==> config.mk <==
export PLATFORM = sky130hd
export DESIGN_NAME = alu_64_sequencer
export DESIGN_NICKNAME = d
export VERILOG_FILES = /design/src/rtl/alu_64_sequencer.sv
export SDC_FILE = /design/constraint.sdc
export NUM_CORES = 1
export LEC_CHECK = 0
export BUFFER_PORTS_ARGS = -buffer_cell sky130_fd_sc_hd__buf_2
export CAP_MARGIN = 25
export CORE_MARGIN = 2
export CORE_UTILIZATION = 44
export CTS_BUF_LIST = sky130_fd_sc_hd__clkbuf_4 sky130_fd_sc_hd__clkbuf_8
export DETAILED_ROUTE_END_ITERATION = 12
export PLACE_DENSITY = 0.62
export SYNTH_ARGS = -nofsm -noshare
export SYNTH_HDL_FRONTEND = slang
export SYNTH_SLANG_ARGS = --single-unit
==> constraint.sdc <==
create_clock -name clk -period 4.8 [get_ports clk]
set_input_delay 0.48 -clock clk [delete_from_list [all_inputs] [get_ports clk]]
set_output_delay 0.48 -clock clk [all_outputs]
set_load 0.1 [all_outputs]
==> src/rtl/alu_64_sequencer.sv <==
// alu_64_sequencer: buffers ALU commands in a small FIFO and drives the
// ALU_64 initiator handshake (bgn / in_0 / in_1 / sel, wait for stop) one
// operation at a time, returning each result on a valid/ready port.
// A watchdog turns a missing stop into an error result.
module alu_64_sequencer #(
    parameter int DEPTH   = 4,
    parameter int TIMEOUT = 255
) (
    input  logic        clk,
    input  logic        rst_b,
    input  logic        cmd_valid,
    output logic        cmd_ready,
    input  logic [4:0]  cmd_sel,
    input  logic [63:0] cmd_a,
    input  logic [63:0] cmd_b,
    output logic        bgn,
    output logic [63:0] in_0,
    output logic [63:0] in_1,
    output logic [4:0]  sel,
    input  logic        stop,
    input  logic [63:0] out,
    output logic        res_valid,
    input  logic        res_ready,
    output logic [63:0] res_data,
    output logic [4:0]  res_sel,
    output logic        res_err,
    output logic        busy,
    output logic [7:0]  err_cnt
);

    localparam int PW = (DEPTH > 1) ? $clog2(DEPTH) : 1;
    localparam int CW = PW + 1;
    localparam logic [CW-1:0] FULL_CNT = CW'(DEPTH);
    // Watchdog value at which the TIMEOUT-th WAIT sample is being taken.
    localparam logic [15:0] WD_LAST = 16'(TIMEOUT - 1);

    typedef enum logic [1:0] {
        S_IDLE,
        S_ISSUE,
        S_WAIT,
        S_DONE
    } state_t;

    typedef struct packed {
        logic [4:0]  sel;
        logic [63:0] a;
        logic [63:0] b;
    } cmd_t;

    state_t        state_q, state_d;
    cmd_t          fifo_q [DEPTH];
    cmd_t          fifo_d [DEPTH];
    logic [PW-1:0] wr_ptr_q, wr_ptr_d;
    logic [PW-1:0] rd_ptr_q, rd_ptr_d;
    logic [CW-1:0] count_q, count_d;
    logic [63:0]   in_0_q, in_0_d;
    logic [63:0]   in_1_q, in_1_d;
    logic [4:0]    sel_q, sel_d;
    logic [63:0]   res_data_q, res_data_d;
    logic [4:0]    res_sel_q, res_sel_d;
    logic          res_err_q, res_err_d;
    logic [15:0]   wd_q, wd_d;
    logic [7:0]    err_cnt_q, err_cnt_d;

    logic          fifo_empty;
    logic          fifo_full;
    logic          push;
    logic          pop;
    logic          wd_expire;
    cmd_t          head;

    // FIFO status and handshake qualifiers
    always_comb begin
        fifo_empty = (count_q == '0);
        fifo_full  = (count_q == FULL_CNT);
        push       = cmd_valid && !fifo_full;
        pop        = (state_q == S_IDLE) && !fifo_empty;
        head       = fifo_q[rd_ptr_q];
        wd_expire  = (wd_q == WD_LAST);
    end

    // FIFO storage write and pointer/occupancy update
    always_comb begin
        fifo_d   = fifo_q;
        wr_ptr_d = wr_ptr_q;
        rd_ptr_d = rd_ptr_q;
        count_d  = count_q;
        if (push) begin
            fifo_d[wr_ptr_q] = '{sel: cmd_sel, a: cmd_a, b: cmd_b};
            wr_ptr_d         = wr_ptr_q + PW'(1);
        end
        if (pop) begin
            rd_ptr_d = rd_ptr_q + PW'(1);
        end
        unique case ({push, pop})
            2'b10:   count_d = count_q + CW'(1);
            2'b01:   count_d = count_q - CW'(1);
            default: count_d = count_q;
        endcase
    end

    // FSM state register
    always_ff @(posedge clk or negedge rst_b) begin
        if (!rst_b) begin
            state_q <= S_IDLE;
        end else begin
            state_q <= state_d;
        end
    end

    // FSM next-state logic
    always_comb begin
        state_d = state_q;
        unique case (state_q)
            S_IDLE:  if (!fifo_empty) state_d = S_ISSUE;
            S_ISSUE: state_d = S_WAIT;
            S_WAIT:  if (stop || wd_expire) state_d = S_DONE;
            S_DONE:  if (res_ready) state_d = S_IDLE;
            default: state_d = S_IDLE;
        endcase
    end

    // FSM-derived and registered outputs
    always_comb begin
        cmd_ready = !fifo_full;
        bgn       = (state_q == S_ISSUE);
        res_valid = (state_q == S_DONE);
        busy      = (state_q != S_IDLE) || !fifo_empty;
        in_0      = in_0_q;
        in_1      = in_1_q;
        sel       = sel_q;
        res_data  = res_data_q;
        res_sel   = res_sel_q;
        res_err   = res_err_q;
        err_cnt   = err_cnt_q;
    end

    // Operand load, watchdog and result capture
    always_comb begin
        in_0_d     = in_0_q;
        in_1_d     = in_1_q;
        sel_d      = sel_q;
        wd_d       = wd_q;
        res_data_d = res_data_q;
        res_sel_d  = res_sel_q;
        res_err_d  = res_err_q;
        err_cnt_d  = err_cnt_q;
        if (pop) begin
            in_0_d = head.a;
            in_1_d = head.b;
            sel_d  = head.sel;
        end
        unique case (state_q)
            S_ISSUE: wd_d = '0;
            S_WAIT: begin
                // stop on the expiring edge still counts as a normal result
                if (stop) begin
                    res_data_d = out;
                    res_sel_d  = sel_q;
                    res_err_d  = 1'b0;
                end else if (wd_expire) begin
                    res_data_d = '0;
                    res_sel_d  = sel_q;
                    res_err_d  = 1'b1;
                    if (err_cnt_q != '1) begin
                        err_cnt_d = err_cnt_q + 8'd1;
                    end
                end else begin
                    wd_d = wd_q + 16'd1;
                end
            end
            default: ;
        endcase
    end

    // Datapath and FIFO control registers
    always_ff @(posedge clk or negedge rst_b) begin
        if (!rst_b) begin
            wr_ptr_q   <= '0;
            rd_ptr_q   <= '0;
            count_q    <= '0;
            in_0_q     <= '0;
            in_1_q     <= '0;
            sel_q      <= '0;
            wd_q       <= '0;
            res_data_q <= '0;
            res_sel_q  <= '0;
            res_err_q  <= 1'b0;
            err_cnt_q  <= '0;
        end else begin
            wr_ptr_q   <= wr_ptr_d;
            rd_ptr_q   <= rd_ptr_d;
            count_q    <= count_d;
            in_0_q     <= in_0_d;
            in_1_q     <= in_1_d;
            sel_q      <= sel_d;
            wd_q       <= wd_d;
            res_data_q <= res_data_d;
            res_sel_q  <= res_sel_d;
            res_err_q  <= res_err_d;
            err_cnt_q  <= err_cnt_d;
        end
    end

    // FIFO payload storage; validity is tracked by the pointers alone
    always_ff @(posedge clk) begin
        fifo_q <= fifo_d;
    end

endmodule

# After elaboration in Yosys (flattened, before gate mapping)
# Index checks and enable logic that the tools add are counted.
# totals
in_bits,202
word_cells,86
regBits,768
output_inout_bits,215
# classes
n_eq_ne,13
add_sub_neg,6
n_bitwise,3
n_lt_le_gt_ge,3
reduce_logical,17
muxes,20
# op_table
operator,n
bitwise mux 532 bit,1
2-to-1 mux 133 bit,3
binary-select mux 133 bit (select 2 bit),1
demux 133 bit (select 2 bit),1
2-to-1 mux 64 bit,2
2-to-1 mux 16 bit,2
case mux 16 bit (2 select lines),1
adder 16 x 1 -> 16 bit (second input constant),1
== test 16 x 8 -> 1 bit (second input constant),1
2-to-1 mux 5 bit,2
adder 8 x 1 -> 8 bit (second input constant),1
inequality test 2 bit (second input constant),4
inequality test 8 bit (second input constant),1
case mux 2 bit (4 select lines),1
nonzero test 2 bit,4
== test 2 bit (second input constant),3
greater-or-equal comparator 3 bit (second input constant),2
2-to-1 mux 2 bit,3
inverter 2 -> 3 bit,2
case mux 3 bit (2 select lines),1
AND reduction 3 bit,2
adder 2 x 1 -> 2 bit (second input constant),2
== test 2 x 1 -> 1 bit (second input constant),2
AND reduction 4 bit,1
other kinds (13),18

# Longest topological paths before layout
# Gate-level depths: netlist of the first run.
# logic_depth
word_depth,6
ltp_mapped,11
depth_no_buf,10

# Worst setup path after synthesis of the first run
# No wires, ideal clock.
# synth_timing
path_kind,reg-to-reg
startpoint,register count_q[0]
endpoint,"register fifo_q[0] (netlist name), enable pin"
setup_ns,0.509
t_required_ns,4.291
n_path_buf,0
t_arrival_ns,4.513
synth_period_minus_slack_ns,5.022
setup_slack_ns,-0.222
path_stages_with_launch,4
cell_sequence,dfrtp_1 > inv_1 > nand3_1 > and3_1
# synth_between
elab_chain_cells,3
# synth_rtl
element,line,source
from (decl),55,"logic [CW-1:0] count_q, count_d;"
from (signal assigned),193,count_q <= count_d;
== test 3 bit,75,fifo_full = (count_q == FULL_CNT);
logical NOT 1 bit,n/a,
via cmd_ready,12,"output logic cmd_ready,"
logical AND 1 bit,76,push = cmd_valid && !fifo_full;
to (signal assigned),207,fifo_q <= fifo_d;
to (decl),51,cmd_t fifo_q [DEPTH];
# The timed path passes the listed nets, and every way through them passes these cells.
# A chain may end at the register's enable or synchronous reset.

# Final worst setup path of the first run
# layout_timing
startpoint,register wd_q[0]
endpoint,"register res_sel_q[3], in the netlist res_sel[3]"
# layout_between
elab_chain_cells,3
# layout_rtl
element,line,source
from (decl),62,"logic [15:0] wd_q, wd_d;"
from (signal assigned),197,wd_q <= wd_d;
== test 16 x 8 -> 1 bit,79,wd_expire = (wd_q == WD_LAST);
nonzero test 2 bit (no source line),n/a,
AND reduction 2 bit (no source line),n/a,
to (signal assigned),199,res_sel_q <= res_sel_d;
to (decl),60,"logic [4:0] res_sel_q, res_sel_d;"
# Every way passes these cells.

==> flow_summary.ini, run 1 <==
[critical_path]
cp.required_ns = 5.41
r2r-start = wd_q[0]
critPathCaptureType = register
r2r_cells = 7
crit-reg2reg-capture = res_sel[3]
start_kind = register
crit_path_start = wd_q[0]
critPathMaxStageDelay_ns = 0.88
cp_num_buf_inv = 2
critPathSlowestCell = o41ai_2
crit_type = reg -> reg
crit_path_max_fanout = 69
cp_top_family = compound AO/OA/AOI/OAI gates
r2r_slack_ns = 1.66
cp_data_arrival_time_ns = 3.75
path_cells = inv_1 > ha_1 > or4bb_1 > o41ai_2 > nand2_2 > buf_4 > mux2_4

[logic_synthesis]
seq_area_frac_synth = 0.7663
syn_area_um2 = 28550
async_flop_share = 0.3073
syn_area_per_cell_um2 = 17.64
synthesis.nets = 1835
synth_edf_count = 532
yosys_warnings = 0
synth_cells = 1619
yosys_most_used_dff = edfxtp_1
ys_ff_latch = 768
synth.distinct_cells = 55

[worst_hold_path]
whs_endpoint = err_cnt[4]
min_path_type = in -> reg
hold_start = stop
min_path_cells = 4

[floorplanning]
start_util = 0.4437
ios = 417
core-area_um2 = 64350
die_x_um = 258.7
die_area_um2 = 66950
rows = 93
fp.dieH_um = 258.7

[final_layout]
fillers = 5057
final_area_um2 = 36420
final_cell_mix = 532 x edfxtp_1, 415 x buf_2, 414 x nand2_1, 234 x dfrtp_1, 198 x dlygate4sd3_1
finalCoreUtilization = 0.5660
multi_input_area_um2 = 6330
mostFrequentLayoutCell = edfxtp_1
final-seq-area_um2 = 21890
nNetsFinal = 2525
final_layout_size_suffix_gt1_frac = 0.3411
area_growth_pct = 27.56

[global_routing]
met3_usage = 0.05106
grt_first_pass_wirelength_um = 102800
antenna_found_initial = 3
grt_overflow_total = 0
gr-usage-met2 = 0.3404
grt.met1_usage = 0.2546
grt_max_degree = 88
track_usage = 0.2022
grt_pass1_vias = 18000
grt_busiest_layer = met2

[timing]
rsz0062_at_grt = false
slew_headroom = 0.3338
finalCritPeriodShare = 0.6540
period_needed_ns = 3.139
setup_ws_ns = 1.661
setup-tns-final_ns = 0
max_freq_mhz = 318.6
hold_viol = 0
tightestPinTransition_ns = 0.9970
fin_worst_skew_ns = 0.02809
drv_slew = 0
setup_viol = 0

[drt]
vias = 16730
first_iter_violations = 1051
viasPerCell = 5.115
wl_per_cell_um = 20.33
drcViolationCount = 0
ant_nets = 0
drt_wl_total_um = 66510
firstDrtPassIters = 5

[place]
dpl-instance-area_um2 = 31700
dp_hpwl_um = 37180
place_ws_ns = 1.716
port_buffers = 416
gp_congestion = 0.8153

[run_status]
outcome = finished clean

[cts]
clkTransAtPathRegs_ns = 0.06
cts_resized = 0
cts-htree-levels = 4
cts-root-buf = clkbuf_8
clk_latency_ns = 0.75
clock-sinks = 768
cts-buffers-inserted = 131
cts_tree = built
cts_buffer_depth = 3

[run]
cap_violations = 0
## tightest hold or removal path, cell delays in order
cell     delay (ns)
buf_2          0.13
nor3b_1        0.06
nand4_1        0.10
xnor2_1        0.06
## state kept, by name (all words and copies together) (netlist names)
| register | flops |
|---|---|
| fifo_q | 532 |
| in_0 | 64 |
| in_1 | 64 |
| res_data | 64 |
| wd_q | 16 |
| err_cnt | 8 |
| res_sel | 5 |
| sel | 5 |
| count_q | 3 |
| rd_ptr_q | 2 |
| state_q | 2 |
| wr_ptr_q | 2 |
| res_err | 1 |
## worst max path at each step
stage / to / cells after the start
final: res_sel[3] / 7
after global routing: res_sel[4] / 7
after detailed placement: res_sel[4] / 7
after global placement: res_sel[4] / 7
after CTS: res_sel[4] / 7
after floorplan: fifo_q[0] / 3
## per-layer routing
metal  wire, um  part of all wire  vias to the layer above
li1           -                 -                     7527
met5         13           0.00020                        -
met4       1555             0.023                        2
met2      33430              0.50                      480
met3       3813             0.057                      119
met1      27690              0.42                     8603
## cell usage after synthesis (4+ instances only)
cell	count	area share
nor4_1	5	0.0011
nand3_1	16	0.0028
nor3_1	5	0.00088
clkbuf_1	56	0.0074
nand2b_1	4	0.00088
edfxtp_1	532	0.56
a22o_1	64	0.020
nand4_1	10	0.0022
mux4_2	133	0.10
buf_2	14	0.0025
buf_1	8	0.0011
ha_1	13	0.0057
nand2_1	415	0.055
xnor2_1	11	0.0034
inv_1	13	0.0017
mux2_4	4	0.0021
or4_1	4	0.0011
nor2_1	7	0.00092
and2_1	4	0.00088
o211ai_1	5	0.0013
and3_1	9	0.0020
dfrtp_1	236	0.21
and4_1	4	0.0012
## stage by stage
stage	instances	hold slack [ns]
3_5_place_dp	2832	0.4566
4_1_cts	3267	0.03549
5_1_grt	3270	0.09320
2_1_floorplan	1619	0.1844
3_3_place_gp	2832	0.4521
6_report	3271	0.1451
## cell type report
cell class / instances / share of cell area
tap: 855 / 0.02937
sequential: 768 / 0.6010
clock inverter: 33 / 0.006596
timing repair buffer: 637 / 0.1199
inverter: 14 / 0.001512
antenna: 3 / 0.0002061
multi-input combinational: 757 / 0.1738
clock buffer: 204 / 0.06764
## repair_timing
action,in CTS,in global routing
setup buffers,0,0
hold endpoints to repair,664,0
hold buffers,198,0
## kinds of logic (layout without fill, tap and decap cells)
group	count (synthesis)	count (layout)	share of synthesized area
AO/OA/AOI/OAI	95	95	0.02862
buffers and inverters	94	888	0.01350
XOR/XNOR	13	13	0.003988
other	0	3	0
multiplexers	142	142	0.1090
adder cells (fa/ha/maj)	14	14	0.006398
flip-flops	768	768	0.7663
AND/OR/NAND/NOR	493	493	0.07217
Power of run 1 is not shown: default switching activity piles up to over one toggle a cycle in this logic, so the estimate is an artifact.
==> run 2: changes to the inputs <==
- PLACE_DENSITY: 0.62 -> 0.65
- clock period: 4.8 -> 2.6 ns (I/O delays scaled with it)
==> run 2 against run 1 <==
  * Via count up 1.3%
  * Register-to-register slack got worse by 1.5 ns
  * Sequential cell count unchanged
  * Critical path type unchanged
  * Largest cell class unchanged
  * Sequential share of layout area fell by 0.82 points
  * Design area rose by 1.4%
  * Highest routed layer unchanged
==> flow_summary.ini, run 2 (synthesis results as in run 1) <==
[critical_path]
r2r_slack_ns = 0.12
critPathCaptureType = register
crit_type = reg -> reg
path_cells = inv_1 > ha_1 > or4bb_4 > o41a_1 > a21oi_2 > mux2_1
crit_path_max_fanout = 7
critPathSlowestCell = or4bb_4
critPathMaxStageDelay_ns = 0.57
cp_data_arrival_time_ns = 3.10
crit-reg2reg-capture = state_q[1]
r2r_cells = 6
r2r-start = wd_q[0]
cp.required_ns = 3.22
start_kind = register

[timing]
hold_viol = 0
fin_worst_skew_ns = 0.03416
period_needed_ns = 2.477
slew_headroom = 0.4643
setup_ws_ns = 0.1234
tightestPinTransition_ns = 0.7832
drv_slew = 0
max_freq_mhz = 403.8
finalCritPeriodShare = 0.9525
rsz0062_at_grt = false
setup_viol = 0
setup-tns-final_ns = 0

[final_layout]
final-seq-area_um2 = 21890
area_growth_pct = 29.33
nNetsFinal = 2542
final_layout_size_suffix_gt1_frac = 0.3450
mostFrequentLayoutCell = edfxtp_1
largest_reg_flops = 532
fillers = 4914
final_cell_mix = 532 x edfxtp_1, 414 x nand2_1, 414 x buf_2, 234 x dfrtp_1, 201 x dlygate4sd3_1
multi_input_area_um2 = 6346
top_register = fifo_q
finalCoreUtilization = 0.5738
final_cells = 3289

[place]
dp_hpwl_um = 38090
gp_congestion = 0.7829
place_ws_ns = 0.06723
place_inst = 2845
port_buffers = 416

[drt]
vias = 16950
wl_per_cell_um = 20.53
firstDrtPassIters = 5
drcViolationCount = 0
ant_nets = 0
viasPerCell = 5.155
drt_wl_total_um = 67530
first_iter_violations = 993

[global_routing]
grt_busiest_layer = met2
grt.met1_usage = 0.2480
gr-usage-met2 = 0.3511
grt_pass1_vias = 18320
track_usage = 0.2050
antenna_found_initial = 5
grt_overflow_total = 0
met3_usage = 0.05477
grt_max_degree = 135
grt_first_pass_wirelength_um = 104300

[run_status]
outcome = finished clean

[cts]
clk_latency_ns = 0.75
cts_tree = built
clock-sinks = 768
cts-htree-levels = 4
cts-root-buf = clkbuf_8
clkTransAtPathRegs_ns = 0.06
cts_buffer_depth = 3
cts-buffers-inserted = 131

[floorplanning]
die_x_um = 258.7
ios = 417
core-area_um2 = 64350
start_util = 0.4437
die_area_um2 = 66950
rows = 93
fp.dieH_um = 258.7

[worst_hold_path]
min_path_type = in -> async

[run]
cap_violations = 0
-- run 2: changes by cell type in the layout (fill, tap and decap cells not counted), sizes merged --
cell / change
buf: +14
bufinv: +4
clkbuf: -11
clkinv: +7
clkinvlp: +3
diode: -1
dlygate4sd3: +3
inv: -1
-- run 2: worst max-delay path, delay by kind of cell (launching register included) --
| family | cells | cell delay [ns] |
|---|---|---|
| AOI/OAI and AO/OA | 2 | 0.77 |
| and+or+nand+nor | 1 | 0.57 |
| DFF | 1 | 0.41 |
| muxes | 1 | 0.34 |
| adders and majority gates | 1 | 0.16 |
| buffers and inverters | 1 | 0.10 |
-- run 2: how the worst max path moves through the flow --
stage                           from          to
final                        wd_q[0]  state_q[1]
after global routing         wd_q[0]  state_q[1]
after CTS                 state_q[0]        busy
after detailed placement     wd_q[0]  state_q[1]
after global placement       wd_q[0]  state_q[1]
after floorplan           count_q[0]  count_q[2]
-- run 2: area by class of cell --
class / instances / area share
clock buffer: 193 / 0.06584
timing repair buffer: 654 / 0.1279
tap: 855 / 0.02897
clock inverter: 46 / 0.01098
inverter: 14 / 0.001491
antenna: 2 / 0.0001355
sequential: 768 / 0.5928
multi-input combinational: 757 / 0.1719
-- run 2: what timing repair did --
| item | 4_1_cts | 5_1_grt |
|---|---|---|
| buffers inserted | 0 | 1 |
| hold buffers | 202 | 0 |
| pin swaps | 0 | 2 |
| resized for setup | 4 | 2 |
| hold endpoints to repair | 851 | 0 |
| endpoints found under the setup margin | 1 | 4 |
-- run 2: per-layer routing --
layer  up-vias  share of wire
met4         6          0.027
met2       605           0.51
met1      8622           0.39
li1       7566              -
met3       155          0.066
met5         -        0.00056
-- run 2: stage by stage --
stage,cell area [um2],hold WS (ns)
global placement,32020,0.2213
CTS,36910,0.08541
floorplan,28580,-0.03559
finish,36930,0.1631
global route,36930,0.1215
detailed placement,32020,0.2259
Power of run 2 is left out for the same reason.
